### src/rtl/asc_pkg.sv
// Shared codes for the elevator scheduler:
// floors, directions, FSM states and request masks.
package asc_pkg;

    localparam logic [1:0] PISO_M1 = 2'b00;
    localparam logic [1:0] PISO_1  = 2'b01;
    localparam logic [1:0] PISO_2  = 2'b10;
    localparam logic [1:0] PISO_3  = 2'b11;

    localparam logic [1:0] DIR_NADA = 2'b00;
    localparam logic [1:0] DIR_SUBE = 2'b01;
    localparam logic [1:0] DIR_BAJA = 2'b10;

    typedef enum logic [1:0] {
        REPOSO   = 2'b00,
        MOVIENDO = 2'b01,
        PUERTAS  = 2'b10
    } estado_e;

    function automatic logic [3:0] uno_caliente(input logic [1:0] p);
        return 4'b0001 << p;
    endfunction

    function automatic logic [3:0] mascara_arriba(input logic [1:0] p);
        return 4'b1110 << p;
    endfunction

    function automatic logic [3:0] mascara_abajo(input logic [1:0] p);
        return uno_caliente(p) - 4'd1;
    endfunction

endpackage

### src/rtl/temporizador_asc.sv
// Shared up-counter for travel and door dwell.
// fin marks the last cycle of the selected phase.
module temporizador_asc #(
    parameter int unsigned W = 2
) (
    input  logic         clk,
    input  logic         rst_n,
    input  logic         limpiar,
    input  logic         habilitar,
    input  logic [W-1:0] limite,
    output logic         fin
);

    logic [W-1:0] cuenta_q;
    logic [W-1:0] cuenta_d;

    // Terminal count only counts while the phase is running.
    always_comb begin
        fin      = habilitar && (cuenta_q == limite);
        cuenta_d = cuenta_q;
        if (limpiar || fin) begin
            cuenta_d = '0;
        end else if (habilitar) begin
            cuenta_d = cuenta_q + 1'b1;
        end
    end

    // Count register, dropped to zero by reset.
    always_ff @(posedge clk or negedge rst_n) begin
        if (!rst_n) begin
            cuenta_q <= '0;
        end else begin
            cuenta_q <= cuenta_d;
        end
    end

endmodule

### src/rtl/planificador_asc.sv
// SCAN call scheduler and motion sequencer for the
// four-stop elevator (floors -1, 1, 2, 3).
module planificador_asc
    import asc_pkg::*;
#(
    parameter int unsigned T_VIAJE    = 50000000,
    parameter int unsigned T_PUERTA   = 100000000,
    parameter logic [1:0]  PISO_RESET = 2'b00
) (
    input  logic       clk,
    input  logic       rst_n,
    input  logic [3:0] llamadas,
    output logic [1:0] piso,
    output logic [1:0] direccion,
    output logic       puertas_abiertas,
    output logic [3:0] pendientes
);

    localparam int unsigned T_MAX =
        (T_VIAJE > T_PUERTA) ? T_VIAJE : T_PUERTA;
    localparam int unsigned TW = $clog2(T_MAX);
    localparam logic [TW-1:0] FIN_VIAJE  = TW'(T_VIAJE - 1);
    localparam logic [TW-1:0] FIN_PUERTA = TW'(T_PUERTA - 1);

    estado_e     estado_q, estado_d;
    logic [1:0]  piso_q, piso_d;
    logic [1:0]  dir_q, dir_d;
    logic [3:0]  pend_q, pend_d;

    logic [3:0]    ver;
    logic          arriba, abajo, aqui;
    logic          sube;
    logic [1:0]    piso_sig;
    logic          tope;
    logic          ver_sig;
    logic          adelante_sig;
    logic [3:0]    borrar;
    logic          extender;
    logic          limpiar;
    logic          habilitar;
    logic [TW-1:0] limite;
    logic          fin;

    // Request view: latched calls plus this cycle's buttons.
    always_comb begin
        ver    = pend_q | llamadas;
        arriba = |(ver & mascara_arriba(piso_q));
        abajo  = |(ver & mascara_abajo(piso_q));
        aqui   = ver[piso_q];
        sube   = (dir_q == DIR_SUBE);
        tope   = sube ? (piso_q == PISO_3)
                      : (piso_q == PISO_M1);
        if (tope) begin
            piso_sig = piso_q;
        end else if (sube) begin
            piso_sig = piso_q + 2'd1;
        end else begin
            piso_sig = piso_q - 2'd1;
        end
        ver_sig      = ver[piso_sig];
        adelante_sig = |(ver & (sube ? mascara_arriba(piso_sig)
                                     : mascara_abajo(piso_sig)));
    end

    // Next state, floor step, direction memory and call clearing.
    always_comb begin
        estado_d = estado_q;
        piso_d   = piso_q;
        dir_d    = dir_q;
        borrar   = 4'b0000;
        extender = 1'b0;
        limite   = FIN_VIAJE;
        unique case (estado_q)
            REPOSO: begin
                if (aqui) begin
                    estado_d = PUERTAS;
                    borrar   = uno_caliente(piso_q);
                end else if (arriba && abajo) begin
                    estado_d = MOVIENDO;
                end else if (arriba) begin
                    estado_d = MOVIENDO;
                    dir_d    = DIR_SUBE;
                end else if (abajo) begin
                    estado_d = MOVIENDO;
                    dir_d    = DIR_BAJA;
                end
            end
            MOVIENDO: begin
                limite = FIN_VIAJE;
                if (fin) begin
                    piso_d = piso_sig;
                    if (ver_sig) begin
                        estado_d = PUERTAS;
                        borrar   = uno_caliente(piso_sig);
                    end else if (!adelante_sig) begin
                        estado_d = REPOSO;
                    end
                end
            end
            PUERTAS: begin
                limite   = FIN_PUERTA;
                borrar   = uno_caliente(piso_q);
                extender = llamadas[piso_q];
                if (!extender && fin) begin
                    if (sube ? arriba : abajo) begin
                        estado_d = MOVIENDO;
                    end else if (sube ? abajo : arriba) begin
                        estado_d = MOVIENDO;
                        dir_d    = sube ? DIR_BAJA : DIR_SUBE;
                    end else begin
                        estado_d = REPOSO;
                    end
                end
            end
            default: begin
                estado_d = REPOSO;
            end
        endcase
        pend_d    = ver & ~borrar;
        habilitar = (estado_q != REPOSO);
        limpiar   = (estado_d != estado_q) || extender;
    end

    temporizador_asc #(
        .W(TW)
    ) u_temporizador (
        .clk      (clk),
        .rst_n    (rst_n),
        .limpiar  (limpiar),
        .habilitar(habilitar),
        .limite   (limite),
        .fin      (fin)
    );

    // State, floor, direction memory and call latch registers.
    always_ff @(posedge clk or negedge rst_n) begin
        if (!rst_n) begin
            estado_q <= REPOSO;
            piso_q   <= PISO_RESET;
            dir_q    <= DIR_SUBE;
            pend_q   <= 4'b0000;
        end else begin
            estado_q <= estado_d;
            piso_q   <= piso_d;
            dir_q    <= dir_d;
            pend_q   <= pend_d;
        end
    end

    assign piso             = piso_q;
    assign direccion        = (estado_q == MOVIENDO) ? dir_q : DIR_NADA;
    assign puertas_abiertas = (estado_q == PUERTAS);
    assign pendientes       = pend_q;

endmodule

### config.mk
export PLATFORM = sky130hd
export DESIGN_NAME = planificador_asc
export DESIGN_NICKNAME = d
export VERILOG_FILES = /design/src/rtl/asc_pkg.sv /design/src/rtl/temporizador_asc.sv /design/src/rtl/planificador_asc.sv
export SDC_FILE = /design/constraint.sdc
export NUM_CORES = 1
export LEC_CHECK = 0
export BUFFER_PORTS_ARGS = -buffer_cell sky130_fd_sc_hd__buf_2
export CAP_MARGIN = 15
export CORE_UTILIZATION = 31
export CTS_BUF_LIST = sky130_fd_sc_hd__clkbuf_8 sky130_fd_sc_hd__clkbuf_16
export DETAILED_ROUTE_END_ITERATION = 16
export GPL_ROUTABILITY_DRIVEN = 0
export SLEW_MARGIN = 5
export SYNTH_ARGS = -nofsm -noshare
export SYNTH_HDL_FRONTEND = slang
export SYNTH_SLANG_ARGS = --single-unit
### constraint.sdc
create_clock -name clk -period 6.6 [get_ports clk]
set_input_delay 0.33 -clock clk [delete_from_list [all_inputs] [get_ports clk]]
set_output_delay 0.33 -clock clk [all_outputs]
set_load 0.02 [all_outputs]
==> flow_summary_export.csv, run 1 <==
group,metric,value,unit
run_status,status,"complete, no violations",
power,seqPwrFrac,41.9,%
routing,route.detailed.vias_per_inst,5.14,
timing,tightest_slew,0.826,ns
synth,ys_top_cells_by_area,"dfrtp_1, nor2_1, xnor2_1",
synth,yosysTopAreaCell,"dfrtp_1",
routing,wl_per_cell,13.7,µm
floorplanning,die_x,89.1,µm
clock_tree,clkSinkCount,37,
power,peakVddDrop,0.0707,mV
routing,drc,0,
timing,tns,0,ns
global_route,overflow,0,
synth,ys.flop_type,"dfrtp_1",
worst_setup_path,endpoint_kind,"flop",
final_layout,layout_common_cells,"nor2_1, dfrtp_1, nand2_1",
place,portBuffers,14,
power,p_switching,232,µW
routing,via_count,1921,
floorplanning,initial_core_util,32.3,%
routing,dr.pass1.iters,4,
routing,postRouteAntennaNets,0,
timing,min_period_over_period,41.9,%
final_layout,utilization,35.4,%
clock_tree,cts_resized,0,
power,internal_power,410,µW
synth,synth.distinct_cells,56,
timing,timing.hold.ws,0.142,ns
floorplanning,dieArea,7940,µm²
timing,setup_slack,3.84,ns
timing,fin_crit,2.76,ns
timing,relSlewSlack,44.9,%
clock_tree,cts_tree,"yes",
final_layout,antenna_cells,0,
power,power-per-cell-area,249,nW/µm²
worst_hold_path,hold_class,"in -> async",
global_route,grt_pass1_vias,1835,
synth,async_flop_share,100,%
clock_tree,ctsRootBufferMaster,"clkbuf_8",
clock_tree,post_cts_buffers,0,
timing,rsz0062_at_grt,"false",
final_layout,syn_to_final_growth,9.68,%
floorplanning,fp.dieH,89.1,µm
power,p_leak,0.00102,µW
global_route,grtUsageTotal,14.2,%
synth,synth_top_area_share,38.3,%
synth,synth_area,2350,µm²
power,p_total,642,µW
routing,wl,5.14,mm
synth,ys_seq_area_share,39.4,%
floorplanning,io_pins,15,
worst_setup_path,cp_max_fo,22,
floorplanning,coreArea,7290,µm²
synth,avgSynthCellArea,8.98,µm²
global_route,grt_max_degree,38,
power,pwr-share-comb,33.5,%
clock_tree,cts_hold_buffers,0,
final_layout,nets,281,
final_layout,layout_commonest_cell,"nor2_1",
worst_setup_path,start_kind,"flop",
timing,finalHoldViolations,0,
synth,synthCells,262,
place,dp_hpwl,3.70,mm
job,cap_viol_max_count,0,
global_route,antenna_found_initial,0,
clock_tree,cts_buffers,5,
timing,maxSlewViolCount,0,
synth,yosys_warnings,0,
clock_tree,clk_pin_slew,0.07,ns
worst_setup_path,criticalPathCategory,"reg -> reg",
timing,fmax,0.362,GHz
global_route,grt_pass1_wl,8.74,mm
clock_tree,ctsHtreeMaxLevel,2,
routing,drtIter0Drc,90,
worst_setup_path,critPathRequiredTime,6.81,ns
synth,ys_ff_latch,37,
timing,finalSetupViolations,0,
worst_setup_path,arrival,2.97,ns
power,p_clk_share,24.6,%
final_layout,fillCellCount,803,
power,p_sw_share,36.1,%
clock_tree,cts_buffer_depth,2,
timing,fin_skew,0.00716,ns
final_layout,layout-drive-gt1-share,16.0,%
clock_tree,clk_latency,0.28,ns
synth,syn_nets,269,
floorplanning,rows,31,
synth,synth_edf_count,0,
place,pre_cts_ws,3.91,ns
-- critical path: stages, from the launching register on --
cell and delay [ns]:
dfrtp_1 0.77, mux4_2 0.63, nor2_1 0.16, nor2_1 0.09
nor2_1 0.58, nor2_1 0.08, buf_4 0.24, nor2_1 0.13
-- kinds of logic after synthesis --
group                      synth area share [%]
xor gates and xnor gates                   8.19
and+or+nand+nor                            28.5
DFF                                        39.4
buffers and inverters                      3.99
AOI/OAI and AO/OA                          13.9
muxes                                      5.53
adders and majority gates                 0.532
-- flip-flops by register name (all words and copies together), names as in the netlist --
register / cells
piso: 2
dir_q: 2
estado_q: 2
pendientes: 4
u_temporizador.cuenta_q: 27
-- routing by layer --
layer	wire (µm)	track usage, %	up-vias
li1	-	-	952
met1	2460	18.8	918
met2	2450	23.8	41
met3	167	2.86	10
met4	53	3.61	0
met5	0	0	-
-- final cells by class --
| type | count | area (µm²) | share of cell area (%) |
|---|---|---|---|
| sequential | 37 | 927 | 35.9 |
| inverter | 8 | 30.0 | 1.16 |
| timing repair buffer | 15 | 77.6 | 3.01 |
| multi-input combinational | 207 | 1330 | 51.6 |
| tap | 99 | 124 | 4.80 |
| clock buffer | 6 | 82.6 | 3.20 |
| clock inverter | 2 | 7.51 | 0.291 |
-- power groups by stage --
| stage | Clock [µW] | Sequential (µW) | Combinational (µW) |
|---|---|---|---|
| floorplan | 0 | 269 | 166 |
| global placement | 0 | 273 | 213 |
| detailed placement | 0 | 273 | 215 |
| CTS | 164 | 269 | 215 |
| global route | 175 | 272 | 241 |
| finish | 158 | 269 | 215 |
-- metrics by stage --
stage	cell area [µm²]	cells
after floorplan	2350	262
after global placement	2490	366
after detailed placement	2490	366
after CTS	2580	374
after global routing	2580	374
final	2580	374
-- Yosys cell counts, types with 3 or more instances --
master,number
mux2i_1,7
dfrtp_1,36
a211oi_1,3
clkbuf_1,5
nand2_1,21
inv_1,8
nor4_1,5
xor2_1,9
xnor2_1,13
o22ai_1,8
nor2_1,45
or2_2,7
and3_1,4
a21oi_1,13
o21ai_0,5
nor3_1,8
nand4_1,6
nand3_1,13
-- path summary, 6_finish.rpt --
| path | slack [ns] | cells after the start | to | start |
|---|---|---|---|---|
| setup / recovery | 3.84 | 7 | u_temporizador.cuenta_q[7] | piso[0] |
| hold / removal | 0.14 | 1 | u_temporizador.cuenta_q[12] | rst_n |
| setup reg to reg | 3.84 | 7 | u_temporizador.cuenta_q[7] | piso[0] |
| hold reg to reg | 0.52 | 2 | dir_q[0] | dir_q[0] |
| max in group asynchronous | 5.93 | 1 | u_temporizador.cuenta_q[22] | rst_n |
| min in group clk | 0.35 | 3 | pendientes[3] | llamadas[3] |
Power figures use the tool's default switching activity.
==> inputs of run 2 (changes only) <==
--- a/config.mk
+++ b/config.mk
@@ -5,6 +5,7 @@
 export SDC_FILE = /design/constraint.sdc
 export NUM_CORES = 1
 export LEC_CHECK = 0
+export ABC_AREA = 1
 export BUFFER_PORTS_ARGS = -buffer_cell sky130_fd_sc_hd__buf_2
 export CAP_MARGIN = 15
 export CORE_UTILIZATION = 31
==> constraint.sdc (replaced) <==
create_clock -name clk -period 2.7 [get_ports clk]
set_input_delay 0.135 -clock clk [delete_from_list [all_inputs] [get_ports clk]]
set_output_delay 0.135 -clock clk [all_outputs]
set_load 0.02 [all_outputs]
==> flow_summary_export.csv, run 2 <==
group,metric,value,unit
global_route,grt_pass1_vias,2656,
floorplanning,die_x,98.6,µm
final_layout,regMostFlops,"u_temporizador.cuenta_q",
timing,relSlewSlack,41.9,%
synth,synth_commonest_cells,"nand2_1, inv_1, nor2_1, nand4_1, dfrtp_1",
synth,yosys_warnings,0,
worst_setup_path,endpoint_kind,"flop",
clock_tree,clkSinkCount,37,
power,p_leak,0.00155,µW
clock_tree,cts_buffer_depth,2,
worst_setup_path,critPathRequiredTime,2.89,ns
run_status,status,"complete, no violations",
final_layout,fillCellCount,965,
worst_setup_path,rr_worst_depth,11,
routing,drc,0,
routing,drtIter0Drc,173,
worst_setup_path,arrival,2.46,ns
place,portBuffers,14,
global_route,grtUsageTotal,15.9,%
clock_tree,clk_latency,0.30,ns
timing,tns,0,ns
synth,synthCells,425,
clock_tree,clk_pin_slew,0.08,ns
floorplanning,io_pins,15,
synth,ys_seq_area_share,32.1,%
worst_setup_path,critPathLaunch,"u_temporizador.cuenta_q[0]",
final_layout,syn_to_final_growth,9.74,%
timing,tightest_slew,0.872,ns
timing,min_period_over_period,84.1,%
global_route,grt_max_degree,44,
timing,fmax,0.440,GHz
timing,finalSetupViolations,0,
synth,async_flop_share,100,%
floorplanning,initial_core_util,32.5,%
routing,dr.pass1.iters,4,
synth,syn_nets,432,
clock_tree,ctsHtreeMaxLevel,2,
worst_setup_path,rr_endpoint,"u_temporizador.cuenta_q[20]",
final_layout,layout_common_cells,"nand2_1, inv_1, nor2_1",
floorplanning,rows,34,
synth,synth_edf_count,0,
worst_setup_path,r2r_slack,0.43,ns
synth,synth_most_common_cell,"nand2_1",
global_route,grt_pass1_wl,12.6,mm
final_layout,largest_register_ffs,27,
floorplanning,coreArea,8890,µm²
job,cap_viol_max_count,0,
synth,ys_top_cells_by_area,"dfrtp_1, nand2_1, nand4_1",
power,peakVddDrop,0.147,mV
clock_tree,ctsRootBufferMaster,"clkbuf_8",
clock_tree,cts_resized,0,
synth,synth.distinct_cells,36,
worst_hold_path,whs_path_depth,3,
timing,fin_skew,0.00689,ns
routing,postRouteAntennaNets,0,
synth,synth_top_area_share,31.2,%
routing,via_count,2805,
clock_tree,cts_buffers,5,
routing,wl_per_cell,13.3,µm
global_route,overflow,0,
timing,rsz0062_at_grt,"false",
final_layout,layout-drive-gt1-share,13.0,%
synth,avgSynthCellArea,6.80,µm²
worst_hold_path,min_from,"llamadas[3]",
worst_hold_path,hold_class,"in -> reg",
worst_setup_path,criticalPathCategory,"reg -> reg",
worst_setup_path,r2r_start,"u_temporizador.cuenta_q[0]",
worst_setup_path,start_kind,"flop",
final_layout,layout_commonest_cell,"nand2_1",
global_route,antenna_found_initial,0,
place,placed_area,3080,µm²
clock_tree,cts_tree,"yes",
synth,synth_area,2890,µm²
timing,maxSlewViolCount,0,
final_layout,multi_input_area,1620,µm²
routing,wl,7.30,mm
power,power-per-cell-area,319,nW/µm²
timing,finalHoldViolations,0,
synth,ys_ff_latch,37,
final_layout,nets,445,
worst_setup_path,cp_max_fo,28,
place,dp_hpwl,5.44,mm
synth,yosysTopAreaCell,"dfrtp_1",
synth,ys.flop_type,"dfrtp_1",
routing,route.detailed.vias_per_inst,5.13,
timing,fin_crit,2.27,ns
final_layout,ff_latch_area,927,µm²
floorplanning,dieArea,9720,µm²
final_layout,design_area,3170,µm²
worst_hold_path,min_to,"pendientes[3]",
final_layout,antenna_cells,0,
floorplanning,fp.dieH,98.6,µm
==> run 2: changes by cell type after synthesis, moves of 7 or more <==
| cell | change |
|---|---|
| inv_2 | +7 |
| nor2_1 | +8 |
| nand2_2 | +7 |
| xnor2_1 | -9 |
| mux2i_1 | -7 |
| nand3_1 | +8 |
| nand2_1 | +67 |
| nand4_1 | +45 |
| xor2_1 | +11 |
| inv_1 | +50 |
| or2_2 | -7 |
==> run 2: how the worst max path moves through the flow <==
| stage | to | slack (ns) | cells after the start |
|---|---|---|---|
| 6_report | u_temporizador.cuenta_q[20] | 0.43 | 11 |
| 5_1_grt | u_temporizador.cuenta_q[16] | 0.24 | 12 |
| 4_1_cts | u_temporizador.cuenta_q[10] | 0.47 | 11 |
| 3_5_place_dp | u_temporizador.cuenta_q[10] | 0.46 | 11 |
| 3_3_place_gp | u_temporizador.cuenta_q[17] | 0.54 | 11 |
| 2_1_floorplan | u_temporizador.cuenta_q[10] | 0.78 | 12 |
==> run 2: kinds of logic (layout without fill, tap and decap cells) <==
logic type	count (synthesis)	after routing	synth area share, %
compound gates	35	35	7.83
fa+ha+maj	1	1	0.433
buf+inv	82	96	12.2
flops	37	37	32.1
xor+xnor	24	24	7.27
simple gates	246	246	40.2
==> run 2: per-stage QoR <==
step | cells | util, % | worst slack (ns) | total power, µW | hold slack [ns]
after detailed placement | 538 | 34.6 | 0.464 | 623 | 0.306
after CTS | 547 | 35.7 | 0.465 | 1030 | 0.222
after global placement | 538 | 34.6 | 0.543 | 622 | 0.295
final | 547 | 35.7 | 0.429 | 1010 | 0.228
after floorplan | 425 | - | 0.783 | 603 | -0.161
after global routing | 547 | 35.7 | 0.244 | 1050 | 0.271
==> run 2: worst max-delay path, cell delays in order (launching register included) <==
cell	delay, ns
dfrtp_1	0.40
ha_1	0.21
nand3_1	0.14
nor2_2	0.14
nand3_1	0.13
nor2_2	0.16
nand4_2	0.11
nand2_2	0.10
nand3_2	0.31
buf_12	0.30
nand4_1	0.10
nand2_1	0.05
==> run 2: repair_timing <==
item | 4_1_cts | 5_1_grt
hold buffers | 1 | 0
hold endpoints to repair | 36 | 0
buffers inserted | 0 | 0
==> run 2: final cells by class <==
cell class / count / share of cell area, %
well taps: 108 / 4.26
clock inverters: 3 / 0.552
multi-input cells: 306 / 50.9
flip-flops and latches: 37 / 29.2
repair buffers: 23 / 5.21
clock buffers: 5 / 2.17
inverters: 65 / 7.69
==> run 2: per-layer routing <==
metal | GRT usage [%] | vias up | wire [µm]
met3 | 2.34 | 12 | 223
met1 | 21.2 | 1317 | 3460
met2 | 26.8 | 46 | 3500
met5 | 0 | - | 0
li1 | - | 1430 | -
met4 | 4.71 | 0 | 115
==> run 2: report_power, final <==
group          internal (µW)  switching, µW  total (µW)
clock                    178            220         399
sequential               557           3.17         560
combinational           15.5           36.4        51.9
total                    751            260        1010
==> inputs of run 3 (changes only) <==
==> constraint.sdc (replaced) <==
create_clock -name clk -period 2.1 [get_ports clk]
set_input_delay 0.105 -clock clk [delete_from_list [all_inputs] [get_ports clk]]
set_output_delay 0.105 -clock clk [all_outputs]
set_load 0.02 [all_outputs]
==> flow_summary_export.csv, run 3 (same netlist as run 2, synthesis figures left out) <==
group,metric,value,unit
run_status,status,"complete, no violations",
clock_tree,ctsHtreeMaxLevel,2,
timing,timing.hold.ws,0.232,ns
timing,rsz0062_at_grt,"true",
floorplanning,io_pins,15,
timing,tns,0,ns
timing,fin_skew,0.00678,ns
final_layout,antenna_cells,0,
floorplanning,coreArea,8890,µm²
timing,tightest_slew,0.904,ns
final_layout,nets,480,
clock_tree,cts_buffers,5,
timing,relSlewSlack,39.8,%
timing,min_period_over_period,95.9,%
global_route,overflow,0,
timing,finalSetupViolations,0,
power,power-per-cell-area,406,nW/µm²
floorplanning,dieArea,9720,µm²
global_route,antenna_found_initial,0,
routing,wl,8.45,mm
timing,finalHoldViolations,0,
routing,dr.pass1.iters,6,
routing,drtIter0Drc,194,
routing,wl_per_cell,14.5,µm
final_layout,layout_commonest_cell,"nand2_1",
clock_tree,clk_pin_slew,0.08,ns
global_route,grtUsageTotal,17.6,%
clock_tree,ctsRootBufferMaster,"clkbuf_8",
power,p_total,1480,µW
floorplanning,die_x,98.6,µm
clock_tree,clkSinkCount,37,
power,p_leak,0.00178,µW
timing,maxSlewViolCount,0,
worst_hold_path,hold_class,"in -> reg",
timing,fmax,0.497,GHz
routing,drc,0,
routing,route.detailed.vias_per_inst,5.31,
worst_setup_path,criticalPathCategory,"reg -> reg",
worst_setup_path,cp_max_fo,4,
global_route,grt_max_degree,38,
place,dp_hpwl,5.87,mm
final_layout,layout_common_cells,"nand2_1, inv_1, nand4_1",
routing,postRouteAntennaNets,0,
worst_setup_path,arrival,2.21,ns
worst_setup_path,worstPathCellList,"ha_2 -> nand3_4 -> nor2_4 -> buf_4 -> inv_1 -> nor2_2 -> inv_2 -> nor4_4 -> buf_4 -> xnor2_1 -> inv_1 -> nand4_1 -> nand2_1",
place,dp_cells,563,
power,peakVddDrop,0.180,mV
clock_tree,cts_buffer_depth,2,
worst_setup_path,crit_slowest_cell,"dfrtp_1",
global_route,grt_pass1_vias,2804,
clock_tree,clk_latency,0.30,ns
final_layout,largest_register_ffs,27,
global_route,grt_pass1_wl,13.7,mm
worst_setup_path,start_kind,"flop",
floorplanning,initial_core_util,32.5,%
timing,fin_crit,2.01,ns
worst_setup_path,critPathRequiredTime,2.29,ns
job,cap_viol_max_count,0,
clock_tree,cts_tree,"yes",
place,portBuffers,14,
final_layout,regMostFlops,"u_temporizador.cuenta_q",
final_layout,final_cell_count_no_fill,582,
final_layout,syn_to_final_growth,26.1,%
worst_setup_path,endpoint_kind,"flop",
floorplanning,fp.dieH,98.6,µm
worst_setup_path,critPathMaxStageDelay,0.36,ns
routing,via_count,3089,
final_layout,fillCellCount,905,
floorplanning,rows,34,
final_layout,layout-drive-gt1-share,24.7,%
final_layout,utilization,41.0,%
[run 3: cell types whose count changed in the layout (fill, tap and decap cells not counted), moves of 3 or more]
cell	change
nor2_4	+3
dfrtp_1	-3
dfrtp_2	+3
nor2_1	-8
buf_6	+4
buf_4	+28
nand3_1	-3
inv_2	+3
nor2_2	+5
nand2_1	-3
nor4_1	-3
[run 3: critical path, delay by kind of cell (launching register included)]
kind	cells	cell delay, ns
and+or+nand+nor	6	0.75
adders and majority gates	1	0.21
DFF	1	0.36
xor gates and xnor gates	1	0.10
buffers and inverters	5	0.49
[run 3: cell type report]
type                            count  area [µm²]  share of cell area [%]
Sequential cell                    37         931                    25.5
Timing Repair Buffer               58         490                    13.4
Multi-Input combinational cell    306        1730                    47.4
Inverter                           65         244                    6.69
Tap cell                          108         135                    3.70
Clock buffer                        6        82.6                    2.26
Clock inverter                      2        33.8                   0.926
[run 3: worst paths after layout]
path | to | depth (start not counted) | from | slack [ns]
worst max-delay path | u_temporizador.cuenta_q[26] | 13 | u_temporizador.cuenta_q[1] | 0.09
worst min-delay path | pendientes[3] | 4 | llamadas[3] | 0.23
worst max register to register | u_temporizador.cuenta_q[26] | 13 | u_temporizador.cuenta_q[1] | 0.09
worst min register to register | dir_q[0] | 2 | dir_q[0] | 0.51
max in group asynchronous | piso[0] | 2 | rst_n | 1.01
min in group asynchronous | dir_q[1] | 2 | rst_n | 0.47
[run 3: power by group]
part / total [µW] / switching [µW] / internal (µW) / leakage (µW)
logic: 97.6 / 57.5 / 40.2 / 0.00124
clock network: 664 / 281 / 383 / 0.0000626
registers: 720 / 3.91 / 716 / 0.000485
total: 1480 / 343 / 1140 / 0.00178
[run 3: per-stage QoR]
stage	worst slack (ns)	cell area, µm²
2_1_floorplan	0.183	2890
3_3_place_gp	-0.0605	3290
3_5_place_dp	0.000167	3290
4_1_cts	0.0547	3430
5_1_grt	-0.0363	3650
6_report	0.0868	3650
[run 3: layer usage]
layer	track usage [%]	part of all wire (%)
met1	24.2	45
met2	28.1	47
met3	2.84	5.4
met4	5.97	2.3
met5	0	0
[run 3: timing repair]
action                                  4_1_cts  5_1_grt
cloned                                        0        3
buffers inserted                              0        8
pin swaps                                     0       16
resized for setup                             3       33
endpoints found under the hold margin        36        0
hold buffers                                  1        0
endpoints found under the setup margin        2       29
